### config.mk
export PLATFORM = sky130hd
export DESIGN_NAME = flash_spi_master
export DESIGN_NICKNAME = d
export VERILOG_FILES = /design/src/rtl/flash_spi_master.sv
export SDC_FILE = /design/constraint.sdc
export NUM_CORES = 1
export LEC_CHECK = 0
export BUFFER_PORTS_ARGS = -buffer_cell sky130_fd_sc_hd__buf_2
export CORE_MARGIN = 2
export CORE_UTILIZATION = 30
export DETAILED_ROUTE_END_ITERATION = 10
export PLACE_DENSITY_LB_ADDON = 0.05
export SYNTH_ARGS = -nofsm -noshare
export SYNTH_HDL_FRONTEND = slang
export SYNTH_SLANG_ARGS = --single-unit
### constraint.sdc
create_clock -name CPLDCLK -period 3.37 [get_ports CPLDCLK]
set_input_delay 0.1685 -clock CPLDCLK [delete_from_list [all_inputs] [get_ports CPLDCLK]]
set_output_delay 0.1685 -clock CPLDCLK [all_outputs]
set_load 0.02 [all_outputs]
### src/rtl/flash_spi_master.sv
// rtl/flash_spi_master.sv - byte-wide mode-0 SPI master for the configuration flash.
// Optional per-byte chip-select framing (AUTOCS) is built when FLASH_SPI_AUTOCS_EN is defined.
module flash_spi_master #(
  parameter int unsigned CLKDIV = 2
) (
  input  logic       CPLDCLK,
  input  logic       CRST,
  input  logic       WR,
  input  logic       REG,
  input  logic [7:0] WDATA,
  output logic [7:0] RDATA,
  output logic       BUSY,
  output logic       FLASHCLK,
  output logic       FLASHMOSI,
  input  logic       FLASHMISO,
  output logic       FLASHCS_N
);

  localparam logic [7:0] HP_LOAD = 8'(CLKDIV - 1);

`ifdef FLASH_SPI_AUTOCS_EN
  typedef enum logic [2:0] {S_IDLE, S_LOW, S_HIGH, S_CSSETUP, S_CSHOLD} state_e;
`else
  typedef enum logic [1:0] {S_IDLE, S_LOW, S_HIGH} state_e;
`endif

  state_e     state_q, state_d;
  logic [7:0] hp_q, hp_d;
  logic [2:0] bit_q, bit_d;
  logic [7:0] tx_q, tx_d;
  logic [7:0] rx_q, rx_d;
  logic [7:0] rxbuf_q, rxbuf_d;
  logic       cs_q, cs_d;
  logic       ovr_q, ovr_d;
  logic       autocs;
  logic       hp_done;
  logic       unused_wdata;

`ifdef FLASH_SPI_AUTOCS_EN
  logic autocs_q, autocs_d;
  assign autocs = autocs_q;
`else
  assign autocs = 1'b0;
`endif

  // Bits 5:2 of a control write carry nothing; bit 1 only matters with AUTOCS built in.
  assign unused_wdata = ^WDATA[5:1];
  assign hp_done = (hp_q == 8'd0);

  always_comb begin
    state_d = state_q;
    hp_d    = hp_q;
    bit_d   = bit_q;
    tx_d    = tx_q;
    rx_d    = rx_q;
    rxbuf_d = rxbuf_q;
    cs_d    = cs_q;
    ovr_d   = ovr_q;
`ifdef FLASH_SPI_AUTOCS_EN
    autocs_d = autocs_q;
`endif

    case (state_q)
      S_IDLE: ;
      S_LOW: begin
        if (hp_done) begin
          state_d = S_HIGH;
          hp_d    = HP_LOAD;
          rx_d    = {rx_q[6:0], FLASHMISO};
        end else begin
          hp_d = hp_q - 8'd1;
        end
      end
      S_HIGH: begin
        if (!hp_done) begin
          hp_d = hp_q - 8'd1;
        end else if (bit_q != 3'd0) begin
          state_d = S_LOW;
          hp_d    = HP_LOAD;
          bit_d   = bit_q - 3'd1;
          tx_d    = {tx_q[6:0], 1'b0};
        end else if (autocs) begin
`ifdef FLASH_SPI_AUTOCS_EN
          state_d = S_CSHOLD;
          hp_d    = HP_LOAD;
`endif
        end else begin
          state_d = S_IDLE;
          rxbuf_d = rx_q;
        end
      end
`ifdef FLASH_SPI_AUTOCS_EN
      S_CSSETUP: begin
        if (hp_done) begin
          state_d = S_LOW;
          hp_d    = HP_LOAD;
        end else begin
          hp_d = hp_q - 8'd1;
        end
      end
      S_CSHOLD: begin
        // RXBUF is published as the frame closes so it lines up with BUSY falling.
        if (hp_done) begin
          state_d = S_IDLE;
          rxbuf_d = rx_q;
        end else begin
          hp_d = hp_q - 8'd1;
        end
      end
`endif
      default: state_d = S_IDLE;
    endcase

    if (WR && REG) begin
      cs_d = WDATA[0];
`ifdef FLASH_SPI_AUTOCS_EN
      autocs_d = WDATA[1];
`endif
      if (WDATA[6]) ovr_d = 1'b0;
      if (WDATA[7]) begin
        state_d = S_IDLE;
        bit_d   = 3'd0;
        hp_d    = 8'd0;
        rxbuf_d = rxbuf_q;
      end
    end else if (WR) begin
      if (state_q == S_IDLE) begin
        tx_d    = WDATA;
        bit_d   = 3'd7;
        hp_d    = HP_LOAD;
        state_d = S_LOW;
`ifdef FLASH_SPI_AUTOCS_EN
        if (autocs) state_d = S_CSSETUP;
`endif
      end else begin
        ovr_d = 1'b1;
      end
    end
  end

  always_ff @(posedge CPLDCLK or negedge CRST) begin
    if (!CRST) begin
      state_q <= S_IDLE;
      hp_q    <= 8'd0;
      bit_q   <= 3'd0;
      tx_q    <= 8'd0;
      rx_q    <= 8'd0;
      rxbuf_q <= 8'd0;
      cs_q    <= 1'b0;
      ovr_q   <= 1'b0;
`ifdef FLASH_SPI_AUTOCS_EN
      autocs_q <= 1'b0;
`endif
    end else begin
      state_q <= state_d;
      hp_q    <= hp_d;
      bit_q   <= bit_d;
      tx_q    <= tx_d;
      rx_q    <= rx_d;
      rxbuf_q <= rxbuf_d;
      cs_q    <= cs_d;
      ovr_q   <= ovr_d;
`ifdef FLASH_SPI_AUTOCS_EN
      autocs_q <= autocs_d;
`endif
    end
  end

  assign BUSY      = (state_q != S_IDLE);
  assign FLASHCLK  = (state_q == S_HIGH);
  assign FLASHMOSI = ((state_q == S_LOW) || (state_q == S_HIGH)) & tx_q[7];
  assign FLASHCS_N = !(cs_q | (autocs & BUSY));
  assign RDATA     = REG ? {BUSY, ovr_q, 4'b0000, autocs, cs_q} : rxbuf_q;

endmodule

==> flow_summary.ini, run 1 <==
[run_status]
status = finished, violations left
violations = hold timing

[worst_setup_path]
cp-end-kind = flip-flop
critPathSlowestCell = nand4_1
cpPeakStageDelay_ns = 0.63
cp-start-kind = flip-flop
criticalPathCategory = reg -> reg
crit_fanout = 12
worstPathRequired_ns = 3.55
r2r_end = bit_q[1]
path_cells = inv_1 -> ha_1 -> nor3b_2 -> nand4_1 -> o311ai_0
r2r_cells = 5
crit_arrival_ns = 2.65
reg2reg_setup_slack_ns = 0.90
r2r_start = hp_q[0]

[floorplanning]
dieArea_mm2 = 0.007592
ios = 25
die_h_um = 87.13
die_w_um = 87.13
initial_core_util = 0.3069
row_count = 30
core_area_mm2 = 0.006756

[clock_network]
clockBufferDepth = 2
cts_tree = yes
clock-sinks = 39
cts-hold-fix-buffers = 0
post_cts_buffers = 0
clk_pin_slew_worst_paths_ns = 0.08
clock_latency_ns = 0.30
cts_root_buffer = clkbuf_8
ctsResizeCount = 0
htreeDepth = 2
cts_buffers = 5

[pwr]
power_leakage_nw = 1.111
power_switching_uw = 954.3
seq_power_share = 0.367
power.internal_mw = 1.232
clockPowerShare = 0.149
ir_drop_uv = 238.1
p_per_area_mw_per_mm2 = 931.5
p_sw_frac = 0.4364
power_frac_comb = 0.484

[finish]
fin_nets = 236
n_antenna_cell = 0
design_area_mm2 = 0.002347
area_growth_pct = 13.22
final_common_cell = dfrtp_1
fin_util = 0.3474
most-common-layout-cells = dfrtp_1, buf_2, mux2_2
final_cells = 297
final_layout_size_suffix_gt1_frac = 0.2857

[timing]
rsz0062_at_grt = false
maxSlewViolCount = 0
post-route-min-period_ns = 2.469
hold_violations = 6
relSlewSlack = 0.4008
max_freq_mhz = 405.0
tns_ns = 0
finClkSkew_ns = 0.01019
setup_violations = 0
worst_slew_pin_slew_ns = 0.8988
holdWs_ns = -0.006851
post-route-period-util = 0.7328

[place]
dp_hpwl_um = 3169
placed_area_mm2 = 0.002258
place_inst = 289
portBuffers = 24
gp_congestion = 0.8048

[yosys]
synth.area.top_cells = dfrtp_1, mux2_2, ha_1, mux2i_1, a21oi_1
synthDominantCellAreaShare = 0.4707
synth_top_family_by_area = simple AND/OR/NAND/NOR gates
synthSimpleGateAreaFrac = 0.1859
synth-xor-area-share = 0.008449
ys_types = 45
synth_fa_ha_area_frac = 0.04225
syn_nets = 212
ys_seq_area_frac = 0.4707
synth_mux_area_frac = 0.1418
avgSynthCellArea_um2 = 10.80
synth-compound-area-share = 0.1123
syn-instance-count = 192
synth_top_flop_cell = dfrtp_1
yosysTopAreaCell = dfrtp_1
syn-cell-area_mm2 = 0.002073
ys_async_sr_fraction = 1.000
synth_seq_cells = 39
synth_edf_count = 0
yosysWarningCount = 0

[route]
vias = 1510
antenna_left = 0
wirelength_um = 4460
wl_per_cell_um = 15.02
vias_per_cell = 5.084
drt_iter0_drc = 54
remaining_drc_errors = 0
firstDrtPassIters = 4

[global_routing]
grt.total_usage = 0.1275
grt_start_max_net_pins = 40
gr-total-overflow = 0
grt_pass1_vias = 1560
antenna_found_initial = 0
grt_pass1_wl_um = 7507

[flow_run]
max_cap_viol_count = 0

[worst_hold_path]
hold_path_class = in -> async
critical path, delay by kind of cell (launching register included):
kind	cells	cell delay, ns
compound gates	1	0.52
flops	1	0.42
simple gates	2	1.04
buf+inv	1	0.12
fa+ha+maj	1	0.25
sequential cells by signal, summed over array words and instances, names as in the netlist, named ones only:
register	flops
state_q	2
ovr_q	1
cs_q	1
rx_q	8
hp_q	7
bit_q	3
rxbuf_q	8
tx_q	8
synth_stat cells, types with 2 or more instances:
cell and instances:
nand3b_1 3, clkbuf_1 4, ha_1 7, nor3_1 5, mux2_2 19, inv_1 12
or4_1 2, dfrtp_1 39, o311ai_0 2, nor2b_1 6, a31oi_1 5, or3_1 2
o21ai_0 11, nor2_1 9, o211ai_1 4, nand2_1 9, a21oi_1 12, nand4_1 2
mux2i_1 8, nand3_1 6
stage by stage:
| step | total power, mW | hold WS (ns) | setup slack (ns) |
|---|---|---|---|
| finish | 2.186 | -0.006851 | 0.9006 |
| global route | 2.368 | 0.05786 | 0.6293 |
| CTS | 2.208 | 0.02166 | 0.8711 |
| detailed placement | 1.874 | 0.3542 | 0.9024 |
| global placement | 1.855 | 0.3438 | 0.9533 |
| floorplan | 1.611 | -0.1271 | 1.392 |
final cells by class:
class	instances	area, um^2
sequential	39	975.9
multi-input combinational	134	1017
inverter	12	45.04
clock buffer	5	68.82
clock inverter	3	20.02
timing repair buffer	24	120.1
fill	718	4409
tap	80	100.1
worst max-delay path by stage:
stage                  from    endpoint  slack [ns]  cells past startpoint
finish              hp_q[0]    bit_q[1]        0.90                      5
global route        hp_q[0]    bit_q[0]        0.63                      6
CTS                 hp_q[0]    bit_q[1]        0.87                      5
detailed placement  hp_q[0]    bit_q[1]        0.90                      5
global placement    hp_q[0]    bit_q[1]        0.95                      5
floorplan           hp_q[0]  rxbuf_q[0]        1.39                      6
logic make-up (layout without fill, tap and decap cells):
group / after synthesis / in the layout
AND/OR/NAND/NOR: 60 / 60
AO/OA/AOI/OAI: 38 / 38
flip-flops: 39 / 39
XOR/XNOR: 2 / 2
multiplexers: 27 / 27
adder cells (fa/ha/maj): 7 / 7
buffers and inverters: 19 / 44
power by group through the flow:
stage,logic (mW),registers [mW],clock network [mW]
5_1_grt,1.18,0.834,0.356
2_1_floorplan,0.854,0.757,0
4_1_cts,1.07,0.803,0.338
3_3_place_gp,1.05,0.804,0
3_5_place_dp,1.06,0.813,0
6_report,1.06,0.802,0.325
metal layers:
metal  wire length (um)  vias up  global-route usage
met5                  0        -                   0
met4                 31        0             0.04196
met3                180        4             0.03223
met2               2147       30              0.2061
met1               2100      735              0.1673
li1                   -      741                   -
Note: power is estimated with default switching activity, not from simulation.
==> run 2, diff against run 1 <==
Clock period 3.37 ns to 2.34 ns, I/O delays scaled along.
==> flow_summary.ini, run 2 (synthesized netlist as in run 1, its figures left out) <==
[worst_setup_path]
worstPathRequired_ns = 2.53
cp-end-kind = flip-flop
crit_fanout = 8
critPathSlowestCell = dfrtp_1
path_cells = inv_1 -> ha_1 -> nor3b_2 -> nand3_2 -> nor3_4 -> mux2_2
cp-start-kind = flip-flop
r2r_cells = 6
criticalPathCategory = reg -> reg
cpPeakStageDelay_ns = 0.42
crit_arrival_ns = 2.29

[worst_hold_path]
hold_path_class = in -> reg
hold_path_depth = 2

[clock_network]
cts_tree = yes
cts_buffers = 5
htreeDepth = 2
ctsResizeCount = 0
clock_latency_ns = 0.30
clk_pin_slew_worst_paths_ns = 0.09
clockBufferDepth = 2
clock-sinks = 39
cts_root_buffer = clkbuf_8

[place]
gp_congestion = 0.8002
portBuffers = 24
dp_hpwl_um = 3305
place_inst = 294
placed_area_mm2 = 0.002296
dp_slack_ns = 0.2344

[timing]
relSlewSlack = 0.4020
tns_ns = 0
post-route-min-period_ns = 2.097
hold_violations = 0
holdWs_ns = 0.06135
maxSlewViolCount = 0
fin_ws_ns = 0.2429
rsz0062_at_grt = false
post-route-period-util = 0.8962
max_freq_mhz = 476.8
finClkSkew_ns = 0.01288
worst_slew_pin_slew_ns = 0.8970
setup_violations = 0

[floorplanning]
core_area_mm2 = 0.006756
dieArea_mm2 = 0.007592
ios = 25
die_h_um = 87.13
row_count = 30
die_w_um = 87.13
initial_core_util = 0.3069

[finish]
area_growth_pct = 15.69
final_common_cell = dfrtp_1
n_antenna_cell = 0
reg_top3 = rx_q (8), rxbuf_q (8), tx_q (8)
most-common-layout-cells = dfrtp_1, buf_2, mux2_2
final_cells = 303
fin_nets = 242
final_layout_size_suffix_gt1_frac = 0.3004
design_area_mm2 = 0.002399
fin_util = 0.3550

[route]
firstDrtPassIters = 4
drt_iter0_drc = 68
wl_per_cell_um = 15.33
vias_per_cell = 5.053
antenna_left = 0
remaining_drc_errors = 0
wirelength_um = 4646
vias = 1531

[pwr]
p_per_area_mw_per_mm2 = 1350
ir_drop_uv = 387.1
power_mw = 3.239
power_leakage_nw = 1.139

[global_routing]
antenna_found_initial = 0
grt_pass1_vias = 1724
gr-total-overflow = 0
grt_pass1_wl_um = 8121
grt.total_usage = 0.1361
grt_start_max_net_pins = 40

[flow_run]
max_cap_viol_count = 0

[run_status]
status = finished clean
run 2: cell count changes in the layout (fill, tap and decap cells not counted):
cell           change
buf_4              +5
clkinv_2           -1
inv_6              +1
dlygate4sd3_1      +1
run 2: worst max-delay path: cells and delay by family, from the launching register on:
family | cells | cell delay [ns]
and+or+nand+nor | 3 | 0.82
adders and majority gates | 1 | 0.25
buffers and inverters | 1 | 0.11
muxes | 1 | 0.39
DFF | 1 | 0.42
run 2: cell type report:
cell class                 count  area (um^2)
fill                         700         4358
multi-input combinational    134         1017
sequential                    39        975.9
timing repair buffer          30        167.7
tap                           80        100.1
clock buffer                   5        68.82
inverter                      12        45.04
clock inverter                 3        23.77
run 2: report_power, final:
part	total (mW)	switching, mW	internal [mW]
Combinational	1.60	0.908	0.696
Sequential	1.16	0.228	0.931
Clock	0.476	0.263	0.213
run 2: repair_timing:
action	4_1_cts	5_1_grt
buffers inserted	0	0
hold buffers	1	0
hold endpoints to repair	39	0
run 2: path summary, 6_finish.rpt:
kind                       slack [ns]         end  startpoint
max                              0.24  rxbuf_q[1]     hp_q[0]
min                              0.06     rx_q[0]   FLASHMISO
max reg2reg                      0.24  rxbuf_q[1]     hp_q[0]
min reg2reg                      0.51     rx_q[7]     rx_q[7]
max in group asynchronous        1.29  state_q[1]        CRST
min in group asynchronous        0.48     hp_q[2]        CRST
run 2: routing by layer:
metal / wire (um) / GRT usage / part of all wire
met1: 2081 / 0.1685 / 0.45
met2: 2371 / 0.2297 / 0.51
met3: 159 / 0.03318 / 0.034
met5: 0 / 0 / 0
met4: 32 / 0.05035 / 0.0069
